<file path="config.mk">
export PLATFORM = sky130hd
export DESIGN_NAME = clk_div_multi_flat
export DESIGN_NICKNAME = d
export VERILOG_FILES = /design/src/rtl/clk_div_pkg.sv /design/src/rtl/clk_div_multi_if.sv /design/src/rtl/clk_div_chan.sv /design/src/rtl/clk_div_multi.sv /design/src/flat_wrapper.sv
export SDC_FILE = /design/constraint.sdc
export NUM_CORES = 1
export LEC_CHECK = 0
export BUFFER_PORTS_ARGS = -buffer_cell sky130_fd_sc_hd__clkbuf_2
export CAP_MARGIN = 20
export CORE_MARGIN = 4
export CORE_UTILIZATION = 50
export CTS_CLUSTER_SIZE = 25
export DETAILED_ROUTE_END_ITERATION = 6
export PLACE_DENSITY_LB_ADDON = 0.25
export SLEW_MARGIN = 20
export SYNTH_ARGS = -nofsm -noshare
export SYNTH_HDL_FRONTEND = slang
export SYNTH_SLANG_ARGS = --single-unit
</file>
<file path="constraint.sdc">
create_clock -name clk -period 5.6 [get_ports clk]
set_clock_uncertainty 0.2 [all_clocks]
set_input_delay 1.4 -clock clk [delete_from_list [all_inputs] [get_ports clk]]
set_output_delay 1.4 -clock clk [all_outputs]
set_load 0.01 [all_outputs]
</file>
<file path="src/rtl/clk_div_pkg.sv">
// Shared constants and helpers for the multi-channel clock divider.
package clk_div_pkg;

  localparam int unsigned MIN_DIV   = 2;
  localparam int unsigned DEF_CNT_W = 16;

  // Number of high cycles in a period of d cycles: ceil(d/2), overflow-free.
  function automatic logic [31:0] half_hi(input logic [31:0] d);
    return (d >> 1) + {31'd0, d[0]};
  endfunction

endpackage

</file>
<file path="src/rtl/clk_div_multi_if.sv">
// Divisor configuration port: valid/ready request carrying channel and divisor.
interface clk_div_multi_if #(
  parameter int unsigned NUM_CH = 2,
  parameter int unsigned CNT_W  = 16
);
  localparam int unsigned CH_W = (NUM_CH > 1) ? $clog2(NUM_CH) : 1;

  logic             cfg_valid;
  logic             cfg_ready;
  logic [CH_W-1:0]  cfg_ch;
  logic [CNT_W-1:0] cfg_div;

  modport master (output cfg_valid, output cfg_ch, output cfg_div, input cfg_ready);
  modport slave  (input cfg_valid, input cfg_ch, input cfg_div, output cfg_ready);

endinterface

</file>
<file path="src/rtl/clk_div_chan.sv">
// One divider channel: period counter, single-entry pending divisor, output flops.
module clk_div_chan
  import clk_div_pkg::*;
#(
  parameter int unsigned CNT_W   = DEF_CNT_W,
  parameter int unsigned DEF_DIV = 4
) (
  input  logic             clk,
  input  logic             rst,
  input  logic             cfg_we,
  input  logic [CNT_W-1:0] cfg_div,
  output logic             cfg_ready,
  output logic             clk_out,
  output logic             tick
);

  logic [CNT_W-1:0] d_act, d_act_nx;
  logic [CNT_W-1:0] cnt, cnt_nx;
  logic [CNT_W-1:0] pend_d, pend_d_nx;
  logic             pend_v, pend_v_nx;
  logic             clk_out_nx, tick_nx;

  // A channel holds at most one outstanding update.
  assign cfg_ready = ~pend_v;

  // Next-state: count within the period, apply pending divisor only at a wrap.
  always_comb begin
    d_act_nx   = d_act;
    cnt_nx     = cnt;
    pend_v_nx  = pend_v;
    pend_d_nx  = pend_d;
    clk_out_nx = 1'b0;
    tick_nx    = 1'b0;

    if (32'(d_act) < MIN_DIV) begin
      // Disabled: outputs low, counter frozen; a new divisor loads pre-wrapped.
      if (pend_v) begin
        d_act_nx  = pend_d;
        cnt_nx    = pend_d - CNT_W'(1);
        pend_v_nx = 1'b0;
      end
    end else if (cnt == d_act - CNT_W'(1)) begin
      cnt_nx = '0;
      if (pend_v) begin
        d_act_nx  = pend_d;
        pend_v_nx = 1'b0;
      end
      if (32'(d_act_nx) >= MIN_DIV) begin
        clk_out_nx = 1'b1;
        tick_nx    = 1'b1;
      end
    end else begin
      cnt_nx     = cnt + CNT_W'(1);
      clk_out_nx = (32'(cnt) + 32'd1) < half_hi(32'(d_act));
    end

    // Accept only happens while nothing is pending, so it never races an apply.
    if (cfg_we) begin
      pend_v_nx = 1'b1;
      pend_d_nx = cfg_div;
    end
  end

  // State register; reset starts one cycle before a wrap at the default divisor.
  always_ff @(posedge clk) begin
    if (rst) begin
      d_act   <= CNT_W'(DEF_DIV);
      cnt     <= CNT_W'(DEF_DIV - 1);
      pend_v  <= 1'b0;
      pend_d  <= '0;
      clk_out <= 1'b0;
      tick    <= 1'b0;
    end else begin
      d_act   <= d_act_nx;
      cnt     <= cnt_nx;
      pend_v  <= pend_v_nx;
      pend_d  <= pend_d_nx;
      clk_out <= clk_out_nx;
      tick    <= tick_nx;
    end
  end

endmodule

</file>
<file path="src/rtl/clk_div_multi.sv">
// Multi-channel integer clock divider with runtime, period-aligned divisor updates.
module clk_div_multi
  import clk_div_pkg::*;
#(
  parameter int unsigned NUM_CH  = 2,
  parameter int unsigned CNT_W   = DEF_CNT_W,
  parameter int unsigned DEF_DIV = 4
) (
  input  logic              clk,
  input  logic              rst,
  clk_div_multi_if.slave    cfg,
  output logic [NUM_CH-1:0] clk_out,
  output logic [NUM_CH-1:0] tick
);

  logic [NUM_CH-1:0] ch_ready;
  logic [NUM_CH-1:0] ch_we;

  // Out-of-range channel indices are always ready and simply dropped.
  always_comb begin
    cfg.cfg_ready = 1'b1;
    for (int unsigned k = 0; k < NUM_CH; k++) begin
      if (32'(cfg.cfg_ch) == k) cfg.cfg_ready = ch_ready[k];
    end
  end

  for (genvar i = 0; i < NUM_CH; i++) begin : g_ch
    assign ch_we[i] = cfg.cfg_valid && (32'(cfg.cfg_ch) == i) && ch_ready[i];

    clk_div_chan #(
      .CNT_W   (CNT_W),
      .DEF_DIV (DEF_DIV)
    ) u_chan (
      .clk       (clk),
      .rst       (rst),
      .cfg_we    (ch_we[i]),
      .cfg_div   (cfg.cfg_div),
      .cfg_ready (ch_ready[i]),
      .clk_out   (clk_out[i]),
      .tick      (tick[i])
    );
  end

endmodule

</file>
<file path="src/flat_wrapper.sv">
// flat-port wrapper written by rule: the top's interface ports become plain ports
module clk_div_multi_flat import clk_div_pkg::*;
#(
  parameter int unsigned NUM_CH  = 2,
  parameter int unsigned CNT_W   = DEF_CNT_W,
  parameter int unsigned DEF_DIV = 4
)
  (clk, rst, clk_out, tick, cfg_cfg_valid, cfg_cfg_ch, cfg_cfg_div, cfg_cfg_ready);
  clk_div_multi_if #(.NUM_CH(NUM_CH), .CNT_W(CNT_W)) cfg_i ();
  input  logic clk;
  input  logic rst;
  output logic [NUM_CH-1:0] clk_out;
  output logic [NUM_CH-1:0] tick;
  input wire logic [$bits(cfg_i.cfg_valid)-1:0] cfg_cfg_valid;
  input wire logic [$bits(cfg_i.cfg_ch)-1:0] cfg_cfg_ch;
  input wire logic [$bits(cfg_i.cfg_div)-1:0] cfg_cfg_div;
  output wire logic [$bits(cfg_i.cfg_ready)-1:0] cfg_cfg_ready;
  assign cfg_i.cfg_valid = cfg_cfg_valid;
  assign cfg_i.cfg_ch = cfg_cfg_ch;
  assign cfg_i.cfg_div = cfg_cfg_div;
  assign cfg_cfg_ready = cfg_i.cfg_ready;
  clk_div_multi #(.NUM_CH(NUM_CH), .CNT_W(CNT_W), .DEF_DIV(DEF_DIV)) u_core (.clk(clk), .rst(rst), .cfg(cfg_i), .clk_out(clk_out), .tick(tick));
endmodule
</file>
---- After elaboration in Yosys (flattened, before gate mapping) ----
Index checks and enable logic that the tools add are counted.
cells by class
  $add $sub $neg .......................... 10
  order comparisons ....................... 6
  eq/ne operators ......................... 4
  multiplexer cells ....................... 27
  bitwise logic cells ..................... 5
  reduce and logical (&&, ||, !) cells .... 12
operator list
  cell                     count
  $mux W16                 16
  $sub A16 B1 Y16 const B  4
  $add A16 B1 Y17 const B  2
  $lt A17 B16 Y1           2
  $add A15 B1 Y16          2
  $add A16 B1 Y16 const B  2
  $eq A16 B16 Y1           2
  $ge A16 B2 Y1 const B    2
  $lt A16 B2 Y1 const B    2
  $mux W1                  11
  $reduce_bool A3 Y1       2
  $reduce_or A3 Y1         2
  $not A1 Y1               5
  $logic_and A1 B1 Y1      4
  $ne A2 B2 Y1 const B     2
  $reduce_bool A2 Y1       2
  $reduce_or A2 Y1         2
storage, ports and cells
  flip-flop bits (word level) ............. 102
  bits of input ports ..................... 20
  output and inout port bits .............. 5
  word-level logic and storage cells ...... 76

---- Depth between registers and ports, before layout ----
  depth after elaboration ................. 7
  mapped depth ............................ 15

---- Modules after synthesis ----
From an unflattened synthesis, not the netlist that was laid out.
second synthesis, totals
  cells, all modules ...................... 1004
  area total of the unflattened synthesis .. 7862.5 µm²
modules (own cells, without submodules)
  module                                 times used  cells each  area an instance (µm²)  sequential area each (µm²)
  clk_div_chan at u_core.g_ch[0].u_chan  1           529         4126.5                  1021.0
  clk_div_chan at u_core.g_ch[1].u_chan  1           472         3703.6                  1021.0
  clk_div_multi                          1           3           32.5                    0.0

---- Worst setup path before layout ----
No wires, ideal clock.
  path type ............................... input port to output port
  start point ............................. in cfg_cfg_ch
  end point ............................... out cfg_cfg_ready
  arrival ................................. 1658 ps
  setup slack ............................. 2342 ps
  stages on the path ...................... 1
  path buffers ............................ 0
  path through ............................ mux2i_1
on the way
  word-level cells in the longest chain between the ends .. 1
ends and longest elaborated chain
  item         RTL line             RTL
  from (decl)  flat_wrapper.sv:15   input wire logic [$bits(cfg_i.cfg_ch)-1:0] cfg_cfg_ch;
  $mux W1      clk_div_multi.sv:23  if (32'(cfg.cfg_ch) == k) cfg.cfg_ready = ch_ready[k];
  to (decl)    flat_wrapper.sv:17   output wire logic [$bits(cfg_i.cfg_ready)-1:0] cfg_cfg_ready;
No other way between the ends.

---- Worst setup path after layout ----
  start point ............................. reg u_core.g_ch[0].u_chan.cnt[0]
  end point ............................... reg u_core.g_ch[0].u_chan.clk_out
on the way
  word-level cells in the longest chain between the ends .. 3
  elaborated cells on any way between the ends .. 4
ends and longest elaborated chain
  item                    RTL line            RTL
  from (decl)             clk_div_chan.sv:18  logic [CNT_W-1:0] cnt, cnt_nx;
  from (signal assigned)  clk_div_chan.sv:68  cnt <= CNT_W'(DEF_DIV - 1);
  from (signal assigned)  clk_div_chan.sv:75  cnt <= cnt_nx;
  $add A16 B1 Y17         clk_div_chan.sv:54  clk_out_nx = (32'(cnt) + 32'd1) < half_hi(32'(d_act));
  $lt A17 B16 Y1          clk_div_chan.sv:54
  $mux W1 *               clk_div_chan.sv:42  end else if (cnt == d_act - CNT_W'(1)) begin
  to (signal assigned)    clk_div_chan.sv:78  clk_out <= clk_out_nx;
  to (decl)               clk_div_chan.sv:13  output logic clk_out,
Mark *: on every way between the ends. The rest lies on a longest branch, timed or not.
A chain may end at the register's enable or synchronous reset.

==> flow_metrics.py <==
metrics = {
    "timing": {
        "hold_violations": 0,
        "setup_viol": 0,
        "finalCriticalPeriod_ns": 3.947,
        "period_share": 0.7048,
        "slew_viol_final": 0,
        "fmax_mhz": 253.4,
        "worst_slew_pin_slew_ns": 0.9938,
        "finalWorstSetupSlack_ns": 1.653,
        "rsz0062_at_grt": "false",
        "setup_tns_ns": 0,
        "relSlewSlack": 0.3334,
    },
    "flow_run": {
        "max_cap_violations": 0,
    },
    "power": {
        "ir_worst_vdd_uv": 274.5,
        "power_uw": 3845,
        "power_density_mw_per_mm2": 472.4,
        "leakagePower_uw": 0.003088,
    },
    "logic_synthesis": {
        "syn-num-nets": 1113,
        "avgSynthCellArea_um2": 7.412,
        "postSynth.topFlopCell": "dfxtp_1",
        "yosysTopAreaCell": "dfxtp_1",
        "synth_area_mm2": 0.007805,
        "synth_cell_types": 68,
        "synth_edf_count": 0,
        "ys_async_sr_fraction": 0,
        "synth_seq_area_share": 0.2616,
        "yosysWarnings": 0,
        "syn_inst": 1053,
        "synth_area_leaders": "dfxtp_1 26%, xnor2_1 7.6%, nand2_1 6.9%, ha_1 6.4%, a21oi_1 6.3%",
        "ys_seq_elements": 102,
        "synth_top_area_share": 0.2616,
    },
    "layout": {
        "n_antenna_cell": 0,
        "num-nets-final": 1067,
        "syn_to_final_growth_pct": 4.296,
        "drive_gt1_frac": 0.06621,
        "fillers": 1519,
        "fin_util": 0.5335,
        "postLayoutCellArea_mm2": 0.008140,
    },
    "die": {
        "rows": 45,
        "dieHeight_um": 132.9,
        "pin_count": 25,
        "core-area_mm2": 0.01526,
        "start_util": 0.5115,
        "die-area_mm2": 0.01767,
        "die_w_um": 132.9,
    },
    "drt": {
        "totalWireLength_um": 22090,
        "drt_iter0_drc": 778,
        "drt_pass1_iterations": 5,
        "routedWlPerCell_um": 18.06,
        "vias": 7524,
        "drc_errors": 0,
        "via_per_inst": 6.152,
        "ant_nets": 0,
    },
    "worst_setup_path": {
        "cp_max_fo": 7,
        "cp.required_ns": 5.66,
        "startpoint_type": "flip-flop",
        "endpoint_kind": "flip-flop",
        "crit_type": "flip-flop to flip-flop",
        "crit_arrival_ns": 4.01,
    },
    "placement": {
        "post-place-ws_ns": 1.752,
        "gp_congestion": 0.9401,
        "portBuffers": 24,
        "postPlaceCellArea_mm2": 0.007853,
        "place_hpwl_um": 16230,
    },
    "clock_tree": {
        "cts_setup_buffers": 0,
        "clkTransAtPathRegs_ns": 0.08,
        "ctsHoldBuffers": 0,
        "insertion_delay_ns": 0.36,
        "cts_made_buffers": 9,
        "cts_tree": "done",
        "cts_root_buffer": "clkbuf_16",
        "h-tree-depth": 3,
        "clk_path_buf_depth": 2,
        "clkSinkCount": 102,
        "cts_resized": 0,
    },
    "global_routing": {
        "grt_max_degree": 90,
        "grt_usage": 0.2438,
        "gr-total-overflow": 0,
        "grt_pass1_vias": 6686,
        "grt_first_pass_wirelength_um": 35400,
        "grt_antenna_before_repair": 0,
    },
    "run_status": {
        "status": "complete, no violations",
    },
    "worst_hold_path": {
        "hold_class": "flip-flop to flip-flop",
    },
}
## final timing paths
kind | start | to | slack, ns | depth (start not counted)
worst min register to register | u_core.g_ch[1].u_chan.pend_d[0] | u_core.g_ch[1].u_chan.pend_d[0] | 0.30 | 2
worst max register to register | u_core.g_ch[0].u_chan.cnt[0] | u_core.g_ch[0].u_chan.clk_out | 1.65 | 13
worst max-delay path | u_core.g_ch[0].u_chan.cnt[0] | u_core.g_ch[0].u_chan.clk_out | 1.65 | 13
worst min-delay path | u_core.g_ch[1].u_chan.pend_d[0] | u_core.g_ch[1].u_chan.pend_d[0] | 0.30 | 2
## power breakdown
part	internal, uW	switching, uW
logic	853	1300
registers	843	214
clock network	314	323
## cell type report
class | count | area (um2) | area share
clock inverters | 7 | 62.56 | 0.007685
repair buffers | 32 | 180.2 | 0.02213
multi-input cells | 836 | 5269 | 0.6472
flip-flops and latches | 102 | 2042 | 0.2508
inverters | 26 | 97.59 | 0.01199
well taps | 211 | 264.0 | 0.03243
clock buffers | 9 | 225.2 | 0.02767
## routing by layer
layer  wire length [um]  up-vias  GRT usage
met3               1756       24    0.03650
li1                   -     3652          -
met5                  0        -          0
met2               9362      303     0.3513
met1              10630     3545     0.3724
met4                333        0    0.07159
## stage by stage
step	cells	hold slack, ns
after floorplan	1053	0.2500
after global placement	1207	0.2740
after detailed placement	1207	0.2837
after CTS	1223	0.2953
after global routing	1223	0.3361
final	1223	0.3001
## cells by family after synthesis
family,count (synthesis),share of synthesized area
simple gates,442,0.2831
compound gates,230,0.1861
xor+xnor,120,0.1364
buf+inv,115,0.06332
flops,102,0.2616
fa+ha+maj,40,0.06412
mux,4,0.005290
## registers in the layout (all words and copies together) (netlist names)
signal,flops
u_core.g_ch.u_chan.clk_out,2
u_core.g_ch.u_chan.cnt,32
u_core.g_ch.u_chan.d_act,32
u_core.g_ch.u_chan.pend_d,32
u_core.g_ch.u_chan.pend_v,2
u_core.g_ch.u_chan.tick,2
## cell usage after synthesis, types with 24 or more instances
library cell and number:
nand2_1 144, nor2_1 71, nor3_1 35, clkbuf_1 62, xnor2_1 68, and3_1 24
xor2_1 51, dfxtp_1 102, a21oi_1 99, o21ai_0 35, ha_1 40, nand3_1 60
inv_1 25
## worst max-delay path: stages (launching register included)
cell       delay (ns)
dfxtp_1          0.47
ha_1             0.28
and3_1           0.21
nand3_1          0.14
nor2_1           0.35
nand4_1          0.29
xnor2_1          0.21
ha_1             0.30
nand3_1          0.12
a2111oi_0        0.61
a211oi_1         0.10
o21ai_0          0.17
nand4_1          0.14
a31o_2           0.26
## cells in the final DEF (no fill, tap or decap), drive strengths merged, types with 17 or more instances in the layout
cell    count
nor2       71
nor3       37
nand3      61
a21oi     100
clkbuf     32
and3       24
nand2     144
o32ai      17
xnor2      68
nand4      22
inv        30
ha         40
dfxtp     102
xor2       51
o21ai      35
Power figures use the tool's default switching activity.
